--- src/rtl/mult_pkg.sv ---
// Shared types and helpers for the sequential shift-add multiplier.
package mult_pkg;

   typedef enum logic [1:0] {
      IDLE = 2'd0,
      CALC = 2'd1,
      DONE = 2'd2
   } state_t;

   // Product width is always this multiple of the operand width.
   localparam int PWIDTH_FACTOR = 2;

   // Exact unsigned reference product for operands up to 32 bits.
   function automatic logic [63:0] ref_mult(input logic [31:0] a, input logic [31:0] b);
      return {32'b0, a} * {32'b0, b};
   endfunction

endpackage

--- src/rtl/ripple_adder.sv ---
// N-bit ripple-carry adder built from full-adder cells.
// The carry out of the top bit is not produced: the accumulator never overflows.
module ripple_adder #(
   parameter int N = 8
) (
   input  logic [N-1:0] x,
   input  logic [N-1:0] y,
   input  logic         cin,
   output logic [N-1:0] sum
);

   logic [N-1:0] carry;

   assign carry[0] = cin;

   for (genvar i = 0; i < N; i++) begin : g_fa
      assign sum[i] = x[i] ^ y[i] ^ carry[i];
      if (i < N - 1) begin : g_carry
         assign carry[i+1] = (x[i] & y[i]) | (carry[i] & (x[i] ^ y[i]));
      end
   end

endmodule

--- src/rtl/seq_shift_add_mult.sv ---
// Unsigned radix-2 shift-add multiplier, fixed latency of WIDTH cycles,
// valid/ready on both sides.
//
// state | meaning
// IDLE  | waiting for operands, in_ready high
// CALC  | one shift-add step per clock, busy high, WIDTH steps total
// DONE  | product presented with out_valid, held until out_ready
module seq_shift_add_mult
   import mult_pkg::*;
#(
   parameter int WIDTH = 4
) (
   input  logic                 clk,
   input  logic                 rst_n,
   input  logic                 in_valid,
   output logic                 in_ready,
   input  logic [WIDTH-1:0]     a,
   input  logic [WIDTH-1:0]     b,
   output logic                 out_valid,
   input  logic                 out_ready,
   output logic [2*WIDTH-1:0]   product,
   output logic                 busy
);

   localparam int PWIDTH = PWIDTH_FACTOR * WIDTH;
   localparam int CW     = ($clog2(WIDTH) < 1) ? 1 : $clog2(WIDTH);

   state_t              state;
   logic [PWIDTH-1:0]   mcand;
   logic [WIDTH-1:0]    mplier;
   logic [PWIDTH-1:0]   acc;
   logic [CW-1:0]       count;
   logic [PWIDTH-1:0]   sum;
   logic [PWIDTH-1:0]   acc_next;

   ripple_adder #(.N(PWIDTH)) u_adder (
      .x   (acc),
      .y   (mcand),
      .cin (1'b0),
      .sum (sum)
   );

   // Accumulate only when the current multiplier bit is set.
   always_comb begin
      acc_next = mplier[0] ? sum : acc;
   end

   // Control FSM with shift registers, step counter and registered outputs.
   always_ff @(posedge clk or negedge rst_n) begin
      if (!rst_n) begin
         state     <= IDLE;
         in_ready  <= 1'b1;
         out_valid <= 1'b0;
         busy      <= 1'b0;
         product   <= '0;
         mcand     <= '0;
         mplier    <= '0;
         acc       <= '0;
         count     <= '0;
      end else begin
         case (state)
            IDLE: begin
               if (in_valid) begin
                  mcand    <= {{WIDTH{1'b0}}, a};
                  mplier   <= b;
                  acc      <= '0;
                  count    <= '0;
                  state    <= CALC;
                  in_ready <= 1'b0;
                  busy     <= 1'b1;
               end
            end
            CALC: begin
               acc    <= acc_next;
               mcand  <= mcand << 1;
               mplier <= mplier >> 1;
               count  <= count + 1'b1;
               if (count == CW'(WIDTH - 1)) begin
                  // Last step: capture the finished sum straight into the output.
                  product   <= acc_next;
                  state     <= DONE;
                  busy      <= 1'b0;
                  out_valid <= 1'b1;
               end
            end
            DONE: begin
               if (out_ready) begin
                  state     <= IDLE;
                  out_valid <= 1'b0;
                  in_ready  <= 1'b1;
               end
            end
            default: begin
               state     <= IDLE;
               in_ready  <= 1'b1;
               out_valid <= 1'b0;
               busy      <= 1'b0;
            end
         endcase
      end
   end

endmodule

--- config.mk ---
export PLATFORM = sky130hd
export DESIGN_NAME = seq_shift_add_mult
export DESIGN_NICKNAME = d
export VERILOG_FILES = /design/src/rtl/mult_pkg.sv /design/src/rtl/ripple_adder.sv /design/src/rtl/seq_shift_add_mult.sv
export SDC_FILE = /design/constraint.sdc
export NUM_CORES = 1
export LEC_CHECK = 0
export BUFFER_PORTS_ARGS = -buffer_cell sky130_fd_sc_hd__buf_4
export CAP_MARGIN = 20
export CORE_ASPECT_RATIO = 1.4
export CORE_MARGIN = 4
export CORE_UTILIZATION = 40
export CTS_CLUSTER_SIZE = 10
export DETAILED_ROUTE_END_ITERATION = 6
export MAX_ROUTING_LAYER = met4
export PLACE_DENSITY_LB_ADDON = 0.05
export SLEW_MARGIN = 0
export SYNTH_ARGS = -nofsm -noshare
export SYNTH_HDL_FRONTEND = slang
export SYNTH_SLANG_ARGS = --single-unit
--- constraint.sdc ---
create_clock -name clk -period 6.65 [get_ports clk]
set_clock_uncertainty 0.05 [all_clocks]
set_input_delay 0.9975 -clock clk [delete_from_list [all_inputs] [get_ports clk]]
set_output_delay 0.9975 -clock clk [all_outputs]
set_load 0.02 [all_outputs]
# == Word-level counts from Yosys, hierarchy flattened ==
# Index checks and enable logic that the tools add are counted.
# word_totals
word_cells,83
ramBits,0
in_bits,12
n_memories,0
mem_bits_ro,0
reg_bits,35
latch_bits,0
# op_classes
n_mux,22
eq_ne,6
div_mod_pow,0
n_lt_le_gt_ge,0
bitwise,37
multipliers,0
n_addsub,1
reduce_logical,8
shifts,0
# op_table
op,count
case mux 8 bit (2 select lines),2
two-way mux 8 bit,3
XOR 1 bit,15
bitwise AND 1 bit,13
AND reduction 3 bit,4
case mux 1 bit (3 select lines),3
two-way mux 2 bit,4
case mux 4 bit (2 select lines),1
two-way mux 1 bit,6
inequality test 2 bit (second input constant),3
bitwise OR 1 bit,6
case mux 2 bit (3 select lines),1
== test 2 bit (second input constant),2
two-way mux 4 bit,1
case mux 2 bit (2 select lines),1
AND reduction 2 bit,2
NOT 1 bit,3
adder 2 x 1 -> 2 bit (second input constant),1
== test 2 x 1 -> 1 bit (second input constant),1
logical NOT 2 bit,1
nonzero test 2 bit,1

# == Longest topological paths before layout ==
# Gate-level depths: netlist (run 1).
# logic_depth
depth_word,16
ltp_mapped,12

# == By module ==
# From an unflattened synthesis (run 1), not the netlist that was laid out.
# hier_totals
hier_cells,156
hier_area_um2,1754.2
# modules_own_cells
module,cells_each,area_each_um2,instances
seq_shift_add_mult,143,1571.5,1
ripple_adder,13,182.7,1

# == Worst setup path after synthesis (run 1) ==
# Ideal clock, no wire load.
# synth_timing
kind,register -> register
start,register mcand[0]
end,register acc[6]
synth_period_minus_slack_ns,3.162
stages_incl_launch_ff,12
n_path_buf,0
t_arrival_ns,2.991
required_ns,6.479
slack_ns,3.488
setup_ns,0.121
path_cell_list,dfrtp_1 ha_1 inv_1 fa_1 fa_1 fa_1 fa_1 inv_1 fa_1 fa_1 a21o_1 a22o_1
# synth_via
elab_chain_len,14
# synth_lines
item,line,source
start: declaration,seq_shift_add_mult.sv:29,logic [PWIDTH-1:0] mcand;
start signal: assignment,seq_shift_add_mult.sv:64,"mcand <= {{WIDTH{1'b0}}, a};"
start signal: assignment,seq_shift_add_mult.sv:75,mcand <= mcand << 1;
bitwise AND 1 bit (2 in series),ripple_adder.sv:19,assign carry[i+1] = (x[i] & y[i]) | (carry[i] & (x[i] ^ y[i]));
bitwise OR 1 bit,ripple_adder.sv:19,
bitwise AND 1 bit,ripple_adder.sv:19,
bitwise OR 1 bit,ripple_adder.sv:19,
bitwise AND 1 bit,ripple_adder.sv:19,
bitwise OR 1 bit,ripple_adder.sv:19,
bitwise AND 1 bit,ripple_adder.sv:19,
bitwise OR 1 bit,ripple_adder.sv:19,
bitwise AND 1 bit,ripple_adder.sv:19,
bitwise OR 1 bit,ripple_adder.sv:19,
XOR 1 bit,ripple_adder.sv:17,assign sum[i] = x[i] ^ y[i] ^ carry[i];
two-way mux 8 bit,seq_shift_add_mult.sv:45,acc_next = mplier[0] ? sum : acc;
case mux 8 bit (2 select lines),seq_shift_add_mult.sv:61,case (state)
end signal: assignment,seq_shift_add_mult.sv:74,acc <= acc_next;
end: declaration,seq_shift_add_mult.sv:31,logic [PWIDTH-1:0] acc;
# Every way passes these cells.
# A chain may end at the register's enable or synchronous reset.

# == Final worst setup path (run 1) ==
# Same ends and word-level chain as after synthesis.

==> flow_metrics.tcl, run 1 <==
set metrics [dict create \
    status "finished, final reports clean" \
    grt_use_total_pct 14.8 \
    critPathArrivalTime_ns 3.43 \
    path_clk_slew_ns 0.07 \
    crit_path_start_kind "register" \
    diodes 0 \
    cts_buffers 5 \
    slew-limit-headroom_pct 31.2 \
    syn_inst 173 \
    syn_nets 193 \
    drt_iter0_drc 75 \
    io_buffers 22 \
    start_util_pct 41.9 \
    viasPerCell 5.06 \
    grt.busiest_layer "met2" \
    cts_root_buf "clkbuf_8" \
    worst_slew_pin_slew_ns 1.03 \
    ant_nets 0 \
    sequentialPowerShare_pct 42.3 \
    hold_class "register to register" \
    grt.met3_usage_pct 2.71 \
    cts_hold_buffers 0 \
    synth_warnings 0 \
    synth_flop_cell "dfrtp_1" \
    most-common-layout-cells "dfrtp_1, buf_4, o21ai_1" \
    drv_cap 0 \
    wirelength_um 3620 \
    cts_sinks 35 \
    dp_hpwl_um 2510 \
    fmax_ghz 0.302 \
    core_sq_um 4270 \
    grt_pass1_wl_um 6160 \
    critical_path_peak_fanout 4 \
    slowest_delay_ns 0.43 \
    peakVddDrop_mv 0.281 \
    clk_latency_ns 0.28 \
    whs_path_depth 2 \
    ys_seq_area_share_pct 48.9 \
    finalHoldViolations 0 \
    syn_to_final_growth_pct 15.3 \
    drc 0 \
    dpl.cell_count 246 \
    vias 1285 \
    fin_cells 254 \
    ios 23 \
    finalPower_uw 969 \
    slowest_stage "fa_1" \
    reg2reg_from "mcand[0]" \
    met1_usage_pct 18.5 \
    synth-edff-count 0 \
    synth-seq-cells 35 \
    hold_end "product[3]" \
    r2r-end "acc[6]" \
    fp.dieW_um 64.6 \
    critPathKind "register to register" \
    htreeDepth 2 \
    fin_util_pct 48.4 \
    finalCritPeriodShare_pct 49.7 \
    holdCritStartpoint "product[3]" \
    syn_area_per_cell_sq_um 10.4 \
    synth_cell_types 38 \
    fin_crit_ns 3.31 \
    swShare_pct 41.3 \
    ff2ff_path_depth 11 \
    met2_usage_pct 23.7 \
    fin_nets 213 \
    final_common_cell "dfrtp_1" \
    synth.cell_area_sq_um 1790 \
    drv_slew 0 \
    required_ns 6.78 \
    ys_async_sr_fraction_pct 100 \
    drive_gt1_share_pct 19.1 \
    rsz0062_at_grt "no" \
    intPower_uw 568 \
    worst_hold_slack_ns 0.438 \
    grt_pass1_vias 1293 \
    switchingPower_uw 401 \
    cp_common_cell "fa_1" \
    combPwrFrac_pct 42.3 \
    grt_start_max_net_pins 36 \
    dieArea_sq_um 5630 \
    cts.repair.resized 0 \
    wl_per_cell_um 14.2 \
    cts_buffer_depth 2 \
    post_cts_buffers 0 \
    crit_path_cell_trace "ha_1 -> inv_1 -> fa_1 -> fa_1 -> fa_1 -> fa_1 -> inv_1 -> fa_1 -> fa_1 -> a21o_1 -> a22o_1" \
    cts_tree "done" \
    std_cell_rows 28 \
    routabilityCongestion 0.824 \
    dieHeight_um 87.2 \
    setup_tns_ns 0 \
    p_per_area_nw_per_um2 469 \
    setup_violations 0 \
    fill_cells 424 \
    drtPass1Iterations 4 \
    clkPwrFrac_pct 15.4 \
    endpoint_kind "register" \
    power_leakage_nw 0.970 \
    antenna_found_initial 0 \
    overflow 0 \
    regToRegSetupSlack_ns 3.34 \
]
## flip-flops by register name, indices dropped and copies added, names as in the netlist
signal,cells
acc,8
out_valid,1
count,2
mcand,8
state,2
busy,1
in_ready,1
mplier,4
product,8
## worst max-delay path by stage
stage,start,to,slack (ns),depth (start not counted)
after floorplan,mcand[0],acc[6],3.49,11
after global placement,mcand[0],acc[6],3.38,11
after detailed placement,mcand[0],acc[6],3.32,11
after CTS,mcand[0],acc[6],3.31,11
after global routing,mcand[0],product[7],3.12,12
final,mcand[0],acc[6],3.34,11
## routing by layer
metal	up-vias	part of all wire, %
met1	617	46
met4	0	1.8
met3	7	3.1
met2	27	49
met5	-	0
li1	634	-
## stage by stage
stage               setup slack [ns]  area (sq um)
finish                          3.34          2070
global route                    3.12          2070
global placement                3.38          1980
CTS                             3.31          2070
floorplan                       3.49          1790
detailed placement              3.32          1980
## kinds of logic (layout without fill, tap and decap cells)
family	after synthesis	in the layout	share of synthesized area [%]
simple gates	46	46	14.2
flops	35	35	48.9
compound gates	61	61	22.1
xor+xnor	1	1	0.489
fa+ha+maj	8	8	8.09
buf+inv	20	41	5.09
mux	2	2	1.19
## layout make-up
class | count | area, sq um | area share, %
multi-input combinational | 118 | 825 | 39.9
clock inverter | 3 | 15.0 | 0.726
inverter | 11 | 41.3 | 2.00
tap | 60 | 75.1 | 3.63
clock buffer | 5 | 68.8 | 3.33
sequential | 35 | 877 | 42.4
timing repair buffer | 22 | 165 | 7.99
## synthesized netlist by cell type, types with 2 or more instances
master / instances / area (sq um)
o21ai_0: 2 / 10.0
nor2_1: 5 / 18.8
and2b_4: 3 / 30.0
o22ai_1: 4 / 25.0
dfrtp_1: 34 / 851
fa_1: 6 / 120
a22oi_1: 3 / 22.5
nor2b_1: 5 / 31.3
nand2b_1: 3 / 18.8
buf_2: 7 / 35.0
a22o_1: 10 / 87.6
ha_1: 2 / 25.0
nand2_1: 19 / 71.3
a21oi_1: 12 / 60.1
a21boi_0: 2 / 15.0
a21o_1: 3 / 22.5
or2b_1: 2 / 15.0
and3b_1: 3 / 26.3
o21ai_1: 20 / 100
inv_1: 10 / 37.5
## power by group through the flow
stage	Combinational, mW	Clock, mW	Sequential, mW
final	0.410	0.149	0.410
after global routing	0.461	0.163	0.426
after CTS	0.417	0.155	0.410
after floorplan	0.309	0	0.389
after global placement	0.406	0	0.411
after detailed placement	0.414	0	0.415
## worst max-delay path: cells and delay by family (launching register included)
| kind | cells | cell delay, ns |
|---|---|---|
| compound gates | 2 | 0.34 |
| fa+ha+maj | 7 | 2.28 |
| buf+inv | 2 | 0.13 |
| flops | 1 | 0.39 |
Note: power is estimated with default switching activity, not from simulation.
==> run 2, diff against run 1 <==
ABC_AREA = 1   (was unset)
clock period = 2.9 ns   (was 6.65 ns; I/O delays follow)
==> flow_metrics.tcl, run 2 <==
set metrics [dict create \
    critPathKind "register to register" \
    cts_root_buf "clkbuf_8" \
    required_ns 3.01 \
    fmax_ghz 0.325 \
    ant_nets 0 \
    yosysMostFrequentCell "nand2_1" \
    synth-edff-count 0 \
    dieHeight_um 84.4 \
    synth-seq-cells 35 \
    syn_to_final_growth_pct 18.5 \
    rsz0062_at_grt "yes" \
    wirelength_um 3500 \
    htreeDepth 2 \
    grt_pass1_vias 1347 \
    std_cell_rows 27 \
    synth_cell_types 19 \
    fin_crit_ns 3.08 \
    fin_ws_ns -0.179 \
    vias 1300 \
    fin_cells 259 \
    synth_flop_cell "dfrtp_1" \
    ys_async_sr_fraction_pct 100 \
    critPathArrivalTime_ns 3.19 \
    slew-limit-headroom_pct 65.9 \
    crit_path_start_kind "register" \
    slowest_delay_ns 0.42 \
    multi_input_area_sq_um 669 \
    dpl.cell_count 250 \
    synth_top_area_share_pct 51.0 \
    worst_slew_pin_slew_ns 0.511 \
    grt_use_total_pct 15.2 \
    fin_util_pct 49.6 \
    synth_warnings 0 \
    diodes 0 \
    routabilityCongestion 0.758 \
    final_common_cell "nand2_1" \
    drv_slew 0 \
    most-common-layout-cells "nand2_1, dfrtp_1, buf_4" \
    violations "negative setup slack" \
    viasPerCell 5.02 \
    clk_latency_ns 0.28 \
    finalCritPeriodShare_pct 106 \
    slowest_stage "fa_1" \
    drc 0 \
    syn_nets 209 \
    ios 23 \
    path_clk_slew_ns 0.07 \
    dp_hpwl_um 2480 \
    crit_start "acc[0]" \
    regArea_sq_um 877 \
    dieArea_sq_um 5280 \
    cts_tree "done" \
    syn_inst 189 \
    cts_buffers 5 \
    grt_start_max_net_pins 36 \
    fill_cells 391 \
    drtPass1Iterations 4 \
    synth_top_cells_by_count "nand2_1, dfrtp_1, inv_1" \
    ys_seq_area_share_pct 52.5 \
    drt_iter0_drc 31 \
    p_per_area_nw_per_um2 1170 \
    drv_cap 0 \
    fin_nets 235 \
    finalHoldViolations 0 \
    peakVddDrop_mv 0.652 \
    cts_hold_buffers 0 \
    io_buffers 22 \
    syn_area_per_cell_sq_um 8.83 \
    power_leakage_nw 0.997 \
    start_util_pct 41.9 \
    finalPower_mw 2.31 \
    synth_area_leader_cell "dfrtp_1" \
    grt_pass1_wl_um 6150 \
    fp.dieW_um 62.6 \
    hold_class "input port to asynchronous set/reset pin" \
    cp_common_cell "fa_2" \
    wl_per_cell_um 13.5 \
    drive_gt1_share_pct 22.2 \
    overflow 0 \
    synth.cell_area_sq_um 1670 \
    status "finished, violations left" \
    antenna_found_initial 0 \
    endpoint_kind "register" \
    synthTopCellsByArea "dfrtp_1, nand2_1, fa_1" \
    reg_top3 "acc (8), mcand (8), product (8)" \
    reg2reg_from "acc[0]" \
    cts_buffer_depth 2 \
    cts_sinks 35 \
    core_sq_um 3990 \
    critical_path_peak_fanout 2 \
    crit_path_cell_trace "ha_2 -> inv_2 -> fa_2 -> fa_2 -> fa_2 -> fa_2 -> inv_2 -> fa_2 -> fa_1 -> nand2_1 -> o21ai_1 -> nand2_1 -> o21ai_1" \
    setup_violations 6 \
]
## run 2: worst max-delay path: cells and delay by family (launching register included)
family	cells	cell delay (ns)
adder cells (fa/ha/maj)	7	2.16
flip-flops	1	0.36
AND/OR/NAND/NOR	2	0.16
AO/OA/AOI/OAI	2	0.14
buffers and inverters	2	0.10
## run 2: layer usage
layer  wire, um  GRT usage (%)  vias up
met4         55           6.43        0
met1       1490           17.2      630
met3        158           4.02        6
li1           -              -      635
met5          0              -        -
met2       1800           25.3       29
## run 2: kinds of logic after synthesis
| kind of cell | share of synthesized area (%) |
|---|---|
| flops | 52.5 |
| simple gates | 20.1 |
| buf+inv | 8.25 |
| fa+ha+maj | 8.70 |
| compound gates | 10.4 |
## run 2: report_power, final
part	internal, mW	switching (mW)
combinational	0.405	0.662
sequential	0.704	0.155
clock	0.217	0.172
total	1.33	0.989
## run 2: final timing paths
path	endpoint	slack [ns]	depth (start not counted)
max in group asynchronous	in_ready	2.41	1
max reg2reg	acc[6]	-0.18	13
min reg2reg	busy	0.43	2
min	acc[5]	0.05	1
min in group clk	mplier[3]	0.31	3
max	acc[6]	-0.18	13
## run 2: timing repair
action	in CTS	in global routing
setup endpoints to repair	6	6
pin swaps	2	0
buffers inserted	1	0
resized for setup	1	0
## run 2: through the flow
step | hold WS (ns) | TNS (ns) | cell area [sq um] | setup WS [ns]
2_1_floorplan | 0.0894 | -0.0803 | 1680 | -0.0435
3_3_place_gp | 0.362 | -0.475 | 1870 | -0.129
3_5_place_dp | 0.368 | -0.735 | 1870 | -0.190
4_1_cts | 0.0546 | -0.574 | 1980 | -0.173
5_1_grt | 0.0726 | -1.32 | 1980 | -0.282
6_report | 0.0484 | -0.562 | 1980 | -0.179
## run 2: layout make-up
| type | instances | share of cell area, % |
|---|---|---|
| Sequential cell | 35 | 44.3 |
| Inverter | 24 | 4.55 |
| Tap cell | 43 | 2.72 |
| Multi-Input combinational cell | 124 | 33.8 |
| Clock buffer | 8 | 5.06 |
| Timing Repair Buffer | 25 | 9.49 |
==> run 3, diff against run 2 <==
HOLD_SLACK_MARGIN = 0.1   (was unset)
==> flow_metrics.tcl, run 3 (synthesis gave the netlist of run 2 again) <==
set metrics [dict create \
    slowest_delay_ns 0.42 \
    ios 23 \
    cts_tree "done" \
    path_clk_slew_ns 0.07 \
    drv_slew 0 \
    ff2ff_path_depth 13 \
    finalPower_mw 2.32 \
    violations "negative setup slack" \
    critical_path_peak_fanout 2 \
    rsz0062_at_grt "yes" \
    power_leakage_nw 1.00 \
    crit_end "acc[6]" \
    finalCritPeriodShare_pct 106 \
    drc 0 \
    crit_path_cell_trace "ha_2 -> inv_2 -> fa_2 -> fa_2 -> fa_2 -> fa_2 -> inv_2 -> fa_2 -> fa_1 -> nand2_1 -> o21ai_1 -> nand2_1 -> o21ai_1" \
    fmax_ghz 0.325 \
    cp.depth 13 \
    vias 1303 \
    multi_input_area_sq_um 669 \
    slew-limit-headroom_pct 66.3 \
    grt_start_max_net_pins 36 \
    reg_top3 "acc (8), mcand (8), product (8)" \
    routabilityCongestion 0.758 \
    fin_nets 236 \
    switchingPower_uw 989 \
    most-common-layout-cells "nand2_1, dfrtp_1, buf_4" \
    grt_use_total_pct 15.3 \
    sequentialPowerShare_pct 37.1 \
    post-place-ws_ns -0.190 \
    fin_ws_ns -0.178 \
    r2r-end "acc[6]" \
    cp_common_cell "fa_2" \
    endpoint_kind "register" \
    fill_cells 390 \
    peakVddDrop_mv 0.651 \
    cts_root_buf "clkbuf_8" \
    viasPerCell 5.01 \
    cts_buffer_depth 2 \
    p_per_area_nw_per_um2 1160 \
    reg2reg_from "acc[0]" \
    worst_slew_pin_slew_ns 0.506 \
    htreeDepth 2 \
    ant_nets 0 \
    drive_gt1_share_pct 22.1 \
    final_cell_area_sq_um 1990 \
    diodes 0 \
    grt_pass1_wl_um 6200 \
    crit_start "acc[0]" \
    critPathKind "register to register" \
    regToRegSetupSlack_ns -0.18 \
    dieHeight_um 84.4 \
    swShare_pct 42.7 \
    combPwrFrac_pct 46.1 \
    core_sq_um 3990 \
    slowest_stage "fa_1" \
    setup_violations 6 \
    hold_class "input port to register" \
    final_common_cell "nand2_1" \
    required_ns 3.01 \
    grt_pass1_vias 1352 \
    overflow 0 \
    drt_iter0_drc 32 \
    fp.dieW_um 62.6 \
    start_util_pct 41.9 \
    wl_per_cell_um 13.4 \
    crit_path_start_kind "register" \
    clkPwrFrac_pct 16.8 \
    drtPass1Iterations 4 \
    io_buffers 22 \
    finalHoldViolations 0 \
    regArea_sq_um 877 \
    wirelength_um 3490 \
    crit_family "adder cells" \
    clk_latency_ns 0.28 \
    placement.cell_area_sq_um 1870 \
    fin_util_pct 49.9 \
    dp_hpwl_um 2480 \
    status "finished, violations left" \
    dieArea_sq_um 5280 \
    antenna_found_initial 0 \
    cts_sinks 35 \
    intPower_mw 1.33 \
    critPathArrivalTime_ns 3.19 \
    drv_cap 0 \
    syn_to_final_growth_pct 19.1 \
    std_cell_rows 27 \
    setup_tns_ns -0.567 \
    path_buf_inv 2 \
    cts_buffers 5 \
    fin_crit_ns 3.08 \
]
## run 3: cell count changes in the layout (fill, tap and decap cells not counted), sizes merged
cell | previous run | this run
dlygate4sd3 | 0 | 1
## run 3: what timing repair did
item / CTS / global route
setup buffers: 1 / 0
pin swaps: 2 / 0
endpoints found under the hold margin: 34 / 0
gates resized for setup: 1 / 0
endpoints found under the setup margin: 6 / 6
hold buffers: 1 / 0
## run 3: metal layers
metal | global-route usage, % | routed length (um) | vias to the layer above
li1 | - | - | 637
met1 | 17.3 | 1490 | 631
met2 | 25.5 | 1800 | 29
met3 | 3.88 | 154 | 6
met4 | 6.43 | 55 | 0
met5 | - | 0 | -
## run 3: worst min path at each step
stage	startpoint	end	slack [ns]	depth (start not counted)
floorplan	rst_n	acc[0]	0.09	0
global placement	rst_n	acc[5]	0.36	1
detailed placement	rst_n	acc[7]	0.37	1
CTS	a[0]	mcand[0]	0.30	3
global route	b[3]	mplier[3]	0.31	3
finish	b[3]	mplier[3]	0.31	3
## run 3: tightest hold or removal path, delay by kind of cell
kind / cells / cell delay [ns]
AND/OR/NAND/NOR: 2 / 0.10
buffers and inverters: 1 / 0.07
## run 3: power groups by stage
| stage | sequential, mW | clock [mW] | combinational, mW |
|---|---|---|---|
| 5_1_grt | 0.889 | 0.428 | 1.21 |
| 6_report | 0.858 | 0.389 | 1.07 |
| 4_1_cts | 0.859 | 0.404 | 1.09 |
| 2_1_floorplan | 0.893 | 0 | 0.754 |
| 3_5_place_dp | 0.868 | 0 | 1.07 |
| 3_3_place_gp | 0.859 | 0 | 1.05 |
## run 3: layout make-up
cell class              instances  area share, %
inverters                      24           4.53
multi-input cells             124           33.7
well taps                      43           2.71
flip-flops and latches         35           44.1
repair buffers                 26           9.94
clock buffers                   8           5.03
## run 3: metrics by stage
stage | hold slack (ns) | std cells
finish | 0.308 | 260
floorplan | 0.0894 | 189
CTS | 0.304 | 260
detailed placement | 0.368 | 250
global route | 0.308 | 260
global placement | 0.362 | 250
